$ cat src/rtl/fp32_mac_accumulator_if.sv
// Product stream in / accumulated result out for fp32_mac_accumulator.
// master = producer/consumer side, slave = the accumulator.
interface fp32_mac_accumulator_if #(
   parameter int XLEN    = 32,
   parameter int MAX_LEN = 256
) ();
   localparam int CNT_W = $clog2(MAX_LEN + 1);

   logic             in_valid;
   logic             in_ready;
   logic [XLEN-1:0]  in_data;
   logic             in_last;
   logic             out_valid;
   logic             out_ready;
   logic [XLEN-1:0]  out_data;
   logic [CNT_W-1:0] out_count;

   modport master (
      output in_valid, in_data, in_last, out_ready,
      input  in_ready, out_valid, out_data, out_count
   );

   modport slave (
      input  in_valid, in_data, in_last, out_ready,
      output in_ready, out_valid, out_data, out_count
   );
endinterface

$ cat src/rtl/fp32_mac_accumulator.sv
// FP32 running-sum accumulator (FTZ, truncating, saturate to inf), one result per vector.
// Optional macro ACC_RELU_EN clamps negative results to +0 on out_data.
module fp32_mac_accumulator #(
   parameter int XLEN    = 32,
   parameter int MAX_LEN = 256
) (
   input  logic                  clk,
   input  logic                  rst,
   fp32_mac_accumulator_if.slave bus
);
   localparam int CNT_W = $clog2(MAX_LEN + 1);

   localparam logic [1:0] ST_ACC   = 2'd0;
   localparam logic [1:0] ST_ALIGN = 2'd1;
   localparam logic [1:0] ST_NORM  = 2'd2;
   localparam logic [1:0] ST_OUT   = 2'd3;

   logic [1:0]       state_reg;
   logic [XLEN-1:0]  acc_reg;
   logic [XLEN-1:0]  op_reg;
   logic             last_reg;
   logic [CNT_W-1:0] count_reg;
   logic [24:0]      sum_reg;
   logic [7:0]       exp_reg;
   logic             sign_reg;
   logic             inf_reg;

   logic [23:0] acc_man, op_man, big_man, small_man, small_shift;
   logic [7:0]  big_exp, small_exp, exp_diff;
   logic        big_sign, small_sign, acc_inf, op_inf, acc_is_big;
   logic [24:0] sum_next;
   logic        sign_next, inf_next;

   // Ordering by full magnitude keeps the subtraction non-negative even on equal exponents.
   always_comb begin
      acc_inf    = (acc_reg[30:23] == 8'hFF);
      op_inf     = (op_reg[30:23] == 8'hFF);
      acc_man    = (acc_reg[30:23] == 8'h00) ? 24'h0 : {1'b1, acc_reg[22:0]};
      op_man     = (op_reg[30:23] == 8'h00) ? 24'h0 : {1'b1, op_reg[22:0]};
      acc_is_big = ({acc_reg[30:23], acc_man} >= {op_reg[30:23], op_man});
      big_exp    = acc_is_big ? acc_reg[30:23] : op_reg[30:23];
      small_exp  = acc_is_big ? op_reg[30:23]  : acc_reg[30:23];
      big_man    = acc_is_big ? acc_man : op_man;
      small_man  = acc_is_big ? op_man  : acc_man;
      big_sign   = acc_is_big ? acc_reg[31] : op_reg[31];
      small_sign = acc_is_big ? op_reg[31]  : acc_reg[31];
      exp_diff   = big_exp - small_exp;
      small_shift = (exp_diff >= 8'd25) ? 24'h0 : (small_man >> exp_diff);
      if (big_sign == small_sign) begin
         sum_next = {1'b0, big_man} + {1'b0, small_shift};
      end else begin
         sum_next = {1'b0, big_man} - {1'b0, small_shift};
      end
      inf_next  = acc_inf | op_inf;
      sign_next = acc_inf ? acc_reg[31] : (op_inf ? op_reg[31] : big_sign);
   end

   logic [23:0] zero_above;
   logic [4:0]  lzc;
   logic [23:0] norm_man;
   logic [XLEN-1:0] norm_next;

   generate
      for (genvar gi = 0; gi < 24; gi++) begin : g_lzc
         assign zero_above[gi] = ~|sum_reg[23:gi];
      end
   endgenerate

   always_comb begin
      lzc = 5'd0;
      for (int i = 0; i < 24; i++) begin
         lzc = lzc + {4'd0, zero_above[i]};
      end
      norm_man = sum_reg[23:0] << lzc;
      if (inf_reg) begin
         norm_next = {sign_reg, 8'hFF, 23'h0};
      end else if (sum_reg[24]) begin
         if (exp_reg >= 8'hFE) begin
            norm_next = {sign_reg, 8'hFF, 23'h0};
         end else begin
            norm_next = {sign_reg, exp_reg + 8'd1, sum_reg[23:1]};
         end
      end else if ((sum_reg[23:0] == 24'h0) || (exp_reg <= {3'b000, lzc})) begin
         norm_next = '0;
      end else begin
         norm_next = {sign_reg, exp_reg - {3'b000, lzc}, norm_man[22:0]};
      end
   end

   always_ff @(posedge clk) begin
      if (rst) begin
         state_reg <= ST_ACC;
         acc_reg   <= '0;
         op_reg    <= '0;
         last_reg  <= 1'b0;
         count_reg <= '0;
         sum_reg   <= '0;
         exp_reg   <= '0;
         sign_reg  <= 1'b0;
         inf_reg   <= 1'b0;
      end else begin
         case (state_reg)
            ST_ACC: begin
               if (bus.in_valid) begin
                  op_reg    <= bus.in_data;
                  last_reg  <= bus.in_last;
                  count_reg <= count_reg + CNT_W'(1);
                  state_reg <= ST_ALIGN;
               end
            end
            ST_ALIGN: begin
               sum_reg   <= sum_next;
               exp_reg   <= big_exp;
               sign_reg  <= sign_next;
               inf_reg   <= inf_next;
               state_reg <= ST_NORM;
            end
            ST_NORM: begin
               acc_reg   <= norm_next;
               state_reg <= (last_reg || (count_reg == CNT_W'(MAX_LEN))) ? ST_OUT : ST_ACC;
            end
            ST_OUT: begin
               if (bus.out_ready) begin
                  acc_reg   <= '0;
                  count_reg <= '0;
                  state_reg <= ST_ACC;
               end
            end
            default: state_reg <= ST_ACC;
         endcase
      end
   end

   assign bus.in_ready  = (state_reg == ST_ACC);
   assign bus.out_valid = (state_reg == ST_OUT);
   assign bus.out_count = count_reg;
`ifdef ACC_RELU_EN
   assign bus.out_data  = acc_reg[XLEN-1] ? '0 : acc_reg;
`else
   assign bus.out_data  = acc_reg;
`endif
endmodule
$ cat src/flat_wrapper.sv
// flat-port wrapper written by rule: the top's interface ports become plain ports
module fp32_mac_accumulator_flat 
#(
   parameter int XLEN    = 32,
   parameter int MAX_LEN = 256
)
  (clk, rst, bus_in_valid, bus_in_data, bus_in_last, bus_out_ready, bus_in_ready, bus_out_valid, bus_out_data, bus_out_count);
  fp32_mac_accumulator_if #(.XLEN(XLEN), .MAX_LEN(MAX_LEN)) bus_i ();
  input  logic clk;
  input  logic rst;
  input wire logic [$bits(bus_i.in_valid)-1:0] bus_in_valid;
  input wire logic [$bits(bus_i.in_data)-1:0] bus_in_data;
  input wire logic [$bits(bus_i.in_last)-1:0] bus_in_last;
  input wire logic [$bits(bus_i.out_ready)-1:0] bus_out_ready;
  output wire logic [$bits(bus_i.in_ready)-1:0] bus_in_ready;
  output wire logic [$bits(bus_i.out_valid)-1:0] bus_out_valid;
  output wire logic [$bits(bus_i.out_data)-1:0] bus_out_data;
  output wire logic [$bits(bus_i.out_count)-1:0] bus_out_count;
  assign bus_i.in_valid = bus_in_valid;
  assign bus_i.in_data = bus_in_data;
  assign bus_i.in_last = bus_in_last;
  assign bus_i.out_ready = bus_out_ready;
  assign bus_in_ready = bus_i.in_ready;
  assign bus_out_valid = bus_i.out_valid;
  assign bus_out_data = bus_i.out_data;
  assign bus_out_count = bus_i.out_count;
  fp32_mac_accumulator #(.XLEN(XLEN), .MAX_LEN(MAX_LEN)) u_core (.clk(clk), .rst(rst), .bus(bus_i));
endmodule
$ cat config.mk
export PLATFORM = sky130hd
export DESIGN_NAME = fp32_mac_accumulator_flat
export DESIGN_NICKNAME = d
export VERILOG_FILES = /design/src/rtl/fp32_mac_accumulator_if.sv /design/src/rtl/fp32_mac_accumulator.sv /design/src/flat_wrapper.sv
export SDC_FILE = /design/constraint.sdc
export NUM_CORES = 1
export LEC_CHECK = 0
export ABC_AREA = 1
export CORE_MARGIN = 1
export CORE_UTILIZATION = 45
export CTS_CLUSTER_SIZE = 8
export DETAILED_ROUTE_END_ITERATION = 7
export PLACE_DENSITY = 0.69
export RECOVER_POWER = 100
export SLEW_MARGIN = 20
export SYNTH_ARGS = -nofsm -noshare
export SYNTH_HDL_FRONTEND = slang
export SYNTH_SLANG_ARGS = --single-unit
$ cat constraint.sdc
create_clock -name clk -period 15.8 [get_ports clk]
set_input_delay 2.37 -clock clk [delete_from_list [all_inputs] [get_ports clk]]
set_output_delay 2.37 -clock clk [all_outputs]
set_load 0.02 [all_outputs]
==> results of run 1 <==
cells in the mapped netlist, drive strengths merged:
| cell type | count | area share |
|---|---|---|
| buf | 22 | 0.013 |
| o31ai | 3 | 0.0019 |
| nand2 | 447 | 0.15 |
| dfxtp | 111 | 0.19 |
| nand3 | 201 | 0.091 |
| a211oi | 2 | 0.0013 |
| o21bai | 3 | 0.0019 |
| nor3 | 14 | 0.0072 |
| a31o | 1 | 0.00074 |
| ha | 74 | 0.079 |
| clkbuf | 72 | 0.030 |
| a21o | 5 | 0.0032 |
| or2 | 2 | 0.0011 |
| nor2 | 160 | 0.056 |
| o22ai | 4 | 0.0021 |
| o211ai | 10 | 0.0064 |
| a221oi | 4 | 0.0030 |
| a2bb2oi | 1 | 0.00074 |
| inv | 222 | 0.071 |
| a31oi | 8 | 0.0043 |
| mux2i | 16 | 0.014 |
| o21ai | 228 | 0.097 |
| nand4 | 34 | 0.018 |
| nor4 | 6 | 0.0032 |
| bufbuf | 1 | 0.0028 |
| xor2 | 32 | 0.024 |
| xnor2 | 20 | 0.016 |
| clkinv | 3 | 0.00096 |
| fa | 19 | 0.032 |
| nor3b | 1 | 0.00064 |
| a21oi | 146 | 0.064 |
| a22oi | 22 | 0.014 |
| nand3b | 4 | 0.0032 |
through the flow:
step	worst slack, ns	area [µm²]	cells
2_1_floorplan	6.94	11800	1898
3_3_place_gp	5.74	12600	2229
3_5_place_dp	5.38	12600	2229
4_1_cts	5.36	12900	2245
5_1_grt	2.56	12800	2245
6_report	3.91	12800	2245
worst min-delay path, delay by kind of cell, from the launching register on:
| family | cells | cell delay [ns] |
|---|---|---|
| AOI/OAI and AO/OA | 1 | 0.06 |
| buffers and inverters | 1 | 0.06 |
| DFF | 1 | 0.30 |
layer usage:
layer  track usage  routed length, µm
met5             0                  0
met2         0.475              18100
met4        0.0947               1070
met3        0.0298               2790
met1         0.406              17700
logic make-up after synthesis:
group | after synthesis | synth area share
buffers and inverters | 320 | 0.117
flip-flops | 111 | 0.189
XOR/XNOR | 52 | 0.0393
AND/OR/NAND/NOR | 869 | 0.330
multiplexers | 16 | 0.0136
AO/OA/AOI/OAI | 437 | 0.201
adder cells (fa/ha/maj) | 93 | 0.111
final cells by class:
type | instances | area share
clock buffer | 10 | 0.0179
clock inverter | 6 | 0.00411
inverter | 225 | 0.0661
multi-input combinational | 1467 | 0.636
sequential | 111 | 0.174
tap | 330 | 0.0323
timing repair buffer | 96 | 0.0703
worst paths after layout:
kind	startpoint	end	slack (ns)
max	u_core.op_reg[29]	u_core.sum_reg[24]	3.91
min	u_core.last_reg	u_core.last_reg	0.47
max reg2reg	u_core.op_reg[29]	u_core.sum_reg[24]	3.91
min reg2reg	u_core.last_reg	u_core.last_reg	0.47
==> metrics.md, run 1 <==
| Metric | Value |
|---|---|
| Outcome | `complete, but fails checks` |
| Violations in the final reports | `capacitance limit, slew limit` |
| Highest-delay cell along the critical path | `nand2_1` |
| Hold bufs inserted after CTS | `0` |
| Count of final max-slew check failures | `between 150 and 200` |
| Largest net degree at the start of global routing | `70` |
| Levels on crit path | `55` |
| MaxCap Viol Count | `3` |
| Number of standard cells after synthesis | `~1900` |
| Most common cell after layout, fill and taps aside | `nand2_1` |
| Proportion of synthesized chip area in sequential cells | `0.189` |
| Number of failing setup endpoints in the final timing report | `0` |
| Routed wirelength normalized by instance count | `~18 µm` |
| Total I/O pin count | `80` |
| Placeable core area | `between 20000 and 30000 µm²` |
| Effective utilization at floorplan | `0.463` |
| Core Rows | `58` |
| Synth warnings | `0` |
| Routed via count | `roughly 13000` |
| Sum of net half-perimeters after detailed placement | `between 30000 and 40000 µm` |
| Arrival @ worst endpoint | `~12 ns` |
| CP required | `16.07 ns` |
| Nets | `~2000` |
| Critical-path maximum fanout | `69` |
| Kind of capture point of the worst setup path | `register` |
| Post-synthesis register bit count | `between 100 and 150` |
| Floorplan die height | `164 µm` |
| Min-Delay Path Class | `reg -> reg` |
| Die area | `between 20000 and 30000 µm²` |
| Hold path cells | `2` |
| Antenna diode instance count | `0` |
| Total routed wirelength | `about 40000 µm` |
| Count of filler cells inserted in the layout | `2700` |
| Post-Synthesis Cell Area | `around 12000 µm²` |
| Average cell area after synthesis | `about 6.2 µm²` |
| Final period demand of the worst path | `11.89 ns` |
| Fin. Hold Viols | `0` |
| Vias in the first global route | `about 11000` |
| Clock latency on the worst-skew pair | `0.37 ns` |
| Unrepaired setup endpoints after global routing | `false` |
| Most used cells in the layout excluding fill and tap cells | `nand2_1 (426), o21ai_0 (222), inv_1 (214)` |
| Die Wd | `around 160 µm` |
| Residual overflow from global routing | `0` |
| Setup TNS | `0 ns` |
| Share of layout cells above drive strength 1 | `0.0465` |
| Post-Route Hold Slack | `~0.47 ns` |
| First-pass DRT Iterations | `6` |
| Antenna violations before repair | `0` |
| Resize count post-CTS | `0` |
| Clock tree skew after final layout | `0.00932 ns` |
| H-tree depth reported by CTS | `3` |
| Sequential cell area | `2220 µm²` |
| Sort of element at the start of the critical path | `register` |
| CTS tree | `built` |
| Number of buffers on the longest clock path | `2` |
| Clock root buffer | `clkbuf_16` |
| Number of unique standard cell types used by synthesis | `50` |
| Number of nets with antenna violations after detailed routing | `0` |
| Number of buffers inserted to repair setup after CTS | `0` |
| Top Family by Delay on Critical Path | `simple AND/OR/NAND/NOR gates` |
| Number of buffers inserted by port buffering | `between 70 and 80` |
| Area grow syn2layout | `8.63%` |
| Number of sinks on the clock net | `between 100 and 150` |
| Drt drc | `0` |
| Clock buffers created by TritonCTS | `9` |
| Final core area utilization | `0.503` |
| Total buffers and inverters traversed by the critical path | `13` |
| Measured slew at the worst slew-check pin | `3.02 ns` |
| Critical Path Max Stage Delay | `around 1.2 ns` |
| Number of cell instances on the worst register-to-register path | `55` |
| Area of the multi-input gates | `roughly 8000 µm²` |
| GPL Wtd Cong | `between 1 and 1.5` |
| Reg clk slew, reported paths | `approximately 0.08 ns` |
| Critical path start-end classification | `reg -> reg` |
| Crit share post-route | `0.752` |
| Routed via count divided by cell count | `roughly 5.7` |
| Gr usage total | `0.293` |
| Upper clock frequency limit | `0.0841 GHz` |
| Worst slew margin relative to its limit | `-1.01` |
| Count of routing violations after the opening detailed-route iteration | `between 1000 and 1500` |
| Post-Synthesis Net Count | `approximately 2000` |
| First-pass GRT wire length | `61500 µm` |
Power of run 1 is not shown: default switching activity piles up to over one toggle a cycle in this logic, so the estimate is an artifact.
==> inputs of run 2 (changes only) <==
--- a/config.mk
+++ b/config.mk
@@ -10,7 +10,7 @@
 export CORE_UTILIZATION = 45
 export CTS_CLUSTER_SIZE = 8
 export DETAILED_ROUTE_END_ITERATION = 7
-export PLACE_DENSITY = 0.69
+export PLACE_DENSITY = 0.71
 export RECOVER_POWER = 100
 export SLEW_MARGIN = 20
 export SYNTH_ARGS = -nofsm -noshare
==> constraint.sdc (replaced) <==
create_clock -name clk -period 9.59 [get_ports clk]
set_input_delay 1.4385 -clock clk [delete_from_list [all_inputs] [get_ports clk]]
set_output_delay 1.4385 -clock clk [all_outputs]
set_load 0.02 [all_outputs]
==> metrics.md, run 2 (same netlist as run 1, synthesis figures left out) <==
| Metric | Value |
|---|---|
| Critical-path maximum fanout | `7` |
| Hold bufs inserted after CTS | `0` |
| Upper clock frequency limit | `between 0.1 and 0.15 GHz` |
| CP required | `between 9 and 10 ns` |
| Critical path start-end classification | `reg -> reg` |
| Number of buffers inserted by port buffering | `slightly below 80` |
| Sum of net half-perimeters after detailed placement | `around 32000 µm` |
| Routed via count | `12901` |
| MaxCap Viol Count | `1` |
| Number of buffers on the longest clock path | `2` |
| Placeable core area | `approximately 25000 µm²` |
| Number of nets with antenna violations after detailed routing | `0` |
| Critical Path Max Stage Delay | `approximately 0.55 ns` |
| Count of routing violations after the opening detailed-route iteration | `1296` |
| First-pass GRT wire length | `62900 µm` |
| Number of failing setup endpoints in the final timing report | `0` |
| Clock latency on the worst-skew pair | `between 0.3 and 0.4 ns` |
| Area grow syn2layout | `11.0%` |
| Core Rows | `58` |
| Most common cell after layout, fill and taps aside | `nand2_1` |
| Antenna violations before repair | `0` |
| First-pass DRT Iterations | `7` |
| Fin. Hold Viols | `0` |
| Setup TNS | `0 ns` |
| Nets | `around 2100` |
| Die area | `~27000 µm²` |
| GPL Wtd Cong | `around 0.99` |
| Kind of capture point of the worst setup path | `register` |
| Most used cells in the layout excluding fill and tap cells | `nand2_1 (423), o21ai_0 (222), inv_1 (215)` |
| Critical Path Source | `u_core.sum_reg[22]` |
| Min-Delay Path Class | `reg -> reg` |
| Gr usage total | `0.299` |
| Worst slew margin relative to its limit | `-0.123` |
| Routed via count divided by cell count | `between 5 and 6` |
| CP most frequent cell | `nand2_2` |
| Reg clk slew, reported paths | `~0.080 ns` |
| Launching point of the worst reg2reg path | `u_core.sum_reg[22]` |
| Worst hold path startpoint | `u_core.last_reg` |
| Arrival @ worst endpoint | `9.25 ns` |
| Number of sinks on the clock net | `111` |
| Effective utilization at floorplan | `0.463` |
| Total buffers and inverters traversed by the critical path | `7` |
| Die Wd | `164 µm` |
| Crit share post-route | `0.934` |
| Vias in the first global route | `around 12000` |
| Final period demand of the worst path | `8.96 ns` |
| Residual overflow from global routing | `0` |
| Share of layout cells above drive strength 1 | `0.0697` |
| Clock tree skew after final layout | `roughly 0.012 ns` |
| Top Family by Delay on Critical Path | `adder cells` |
| Routed wirelength normalized by instance count | `about 18 µm` |
| Violations in the final reports | `capacitance limit, slew limit` |
| Outcome | `complete, but fails checks` |
| Antenna diode instance count | `0` |
| CTS tree | `built` |
| Floorplan die height | `about 160 µm` |
| Clock buffers created by TritonCTS | `9` |
| Total routed wirelength | `about 40000 µm` |
| Total I/O pin count | `80` |
| Drt drc | `0` |
| Clock root buffer | `clkbuf_16` |
| H-tree depth reported by CTS | `3` |
| Highest-delay cell along the critical path | `fa_2` |
| Sort of element at the start of the critical path | `register` |
| Largest net degree at the start of global routing | `63` |
| Unrepaired setup endpoints after global routing | `false` |
| Measured slew at the worst slew-check pin | `~1.7 ns` |
| Count of final max-slew check failures | `around 50` |
==> run 2: routing by layer <==
| metal | track usage | wire (µm) | vias up |
|---|---|---|---|
| met4 | 0.107 | 1410 | 0 |
| met1 | 0.418 | 18100 | 5881 |
| li1 | - | - | 6374 |
| met5 | 0 | 0 | - |
| met2 | 0.470 | 17600 | 555 |
| met3 | 0.0351 | 2760 | 91 |
==> run 2: final timing paths <==
| path | endpoint | slack (ns) | cells after the start |
|---|---|---|---|
| setup / recovery | u_core.bus.out_data[9] | 0.63 | 49 |
| hold / removal | u_core.last_reg | 0.46 | 2 |
| setup reg to reg | u_core.bus.out_data[9] | 0.63 | 49 |
| hold reg to reg | u_core.last_reg | 0.46 | 2 |
==> run 2: stage by stage <==
step,hold WS [ns],util,setup slack [ns],instance area (µm²),std cells
2_1_floorplan,0.423,-,0.732,11800,1898
3_3_place_gp,0.447,0.501,0.343,12700,2247
3_5_place_dp,0.452,0.501,0.136,12700,2247
4_1_cts,0.464,0.511,0.128,13000,2262
5_1_grt,0.498,0.514,0.0217,13100,2266
6_report,0.458,0.514,0.635,13100,2266
==> run 2: final cells by class <==
cell class,instances,area [µm²]
Inverter,225,845
Timing Repair inverter,1,7.51
Clock buffer,9,225
Fill cell,2693,12300
Clock inverter,6,46.3
Multi-Input combinational cell,1467,8240
Sequential cell,111,2220
Tap cell,330,413
Timing Repair Buffer,117,1070
==> run 2: repair_timing <==
action                     in CTS  in global routing
setup buffers                   0                  3
setup endpoints to repair       0                 32
gates resized for setup         0                 13
==> run 2: worst register-to-register path, delay by kind of cell, from the launching register on <==
family / cells / cell delay, ns
buffers and inverters: 7 / 0.54
DFF: 1 / 0.35
and+or+nand+nor: 29 / 3.34
AOI/OAI and AO/OA: 4 / 0.55
adders and majority gates: 9 / 4.08
Power of run 2 is left out for the same reason.
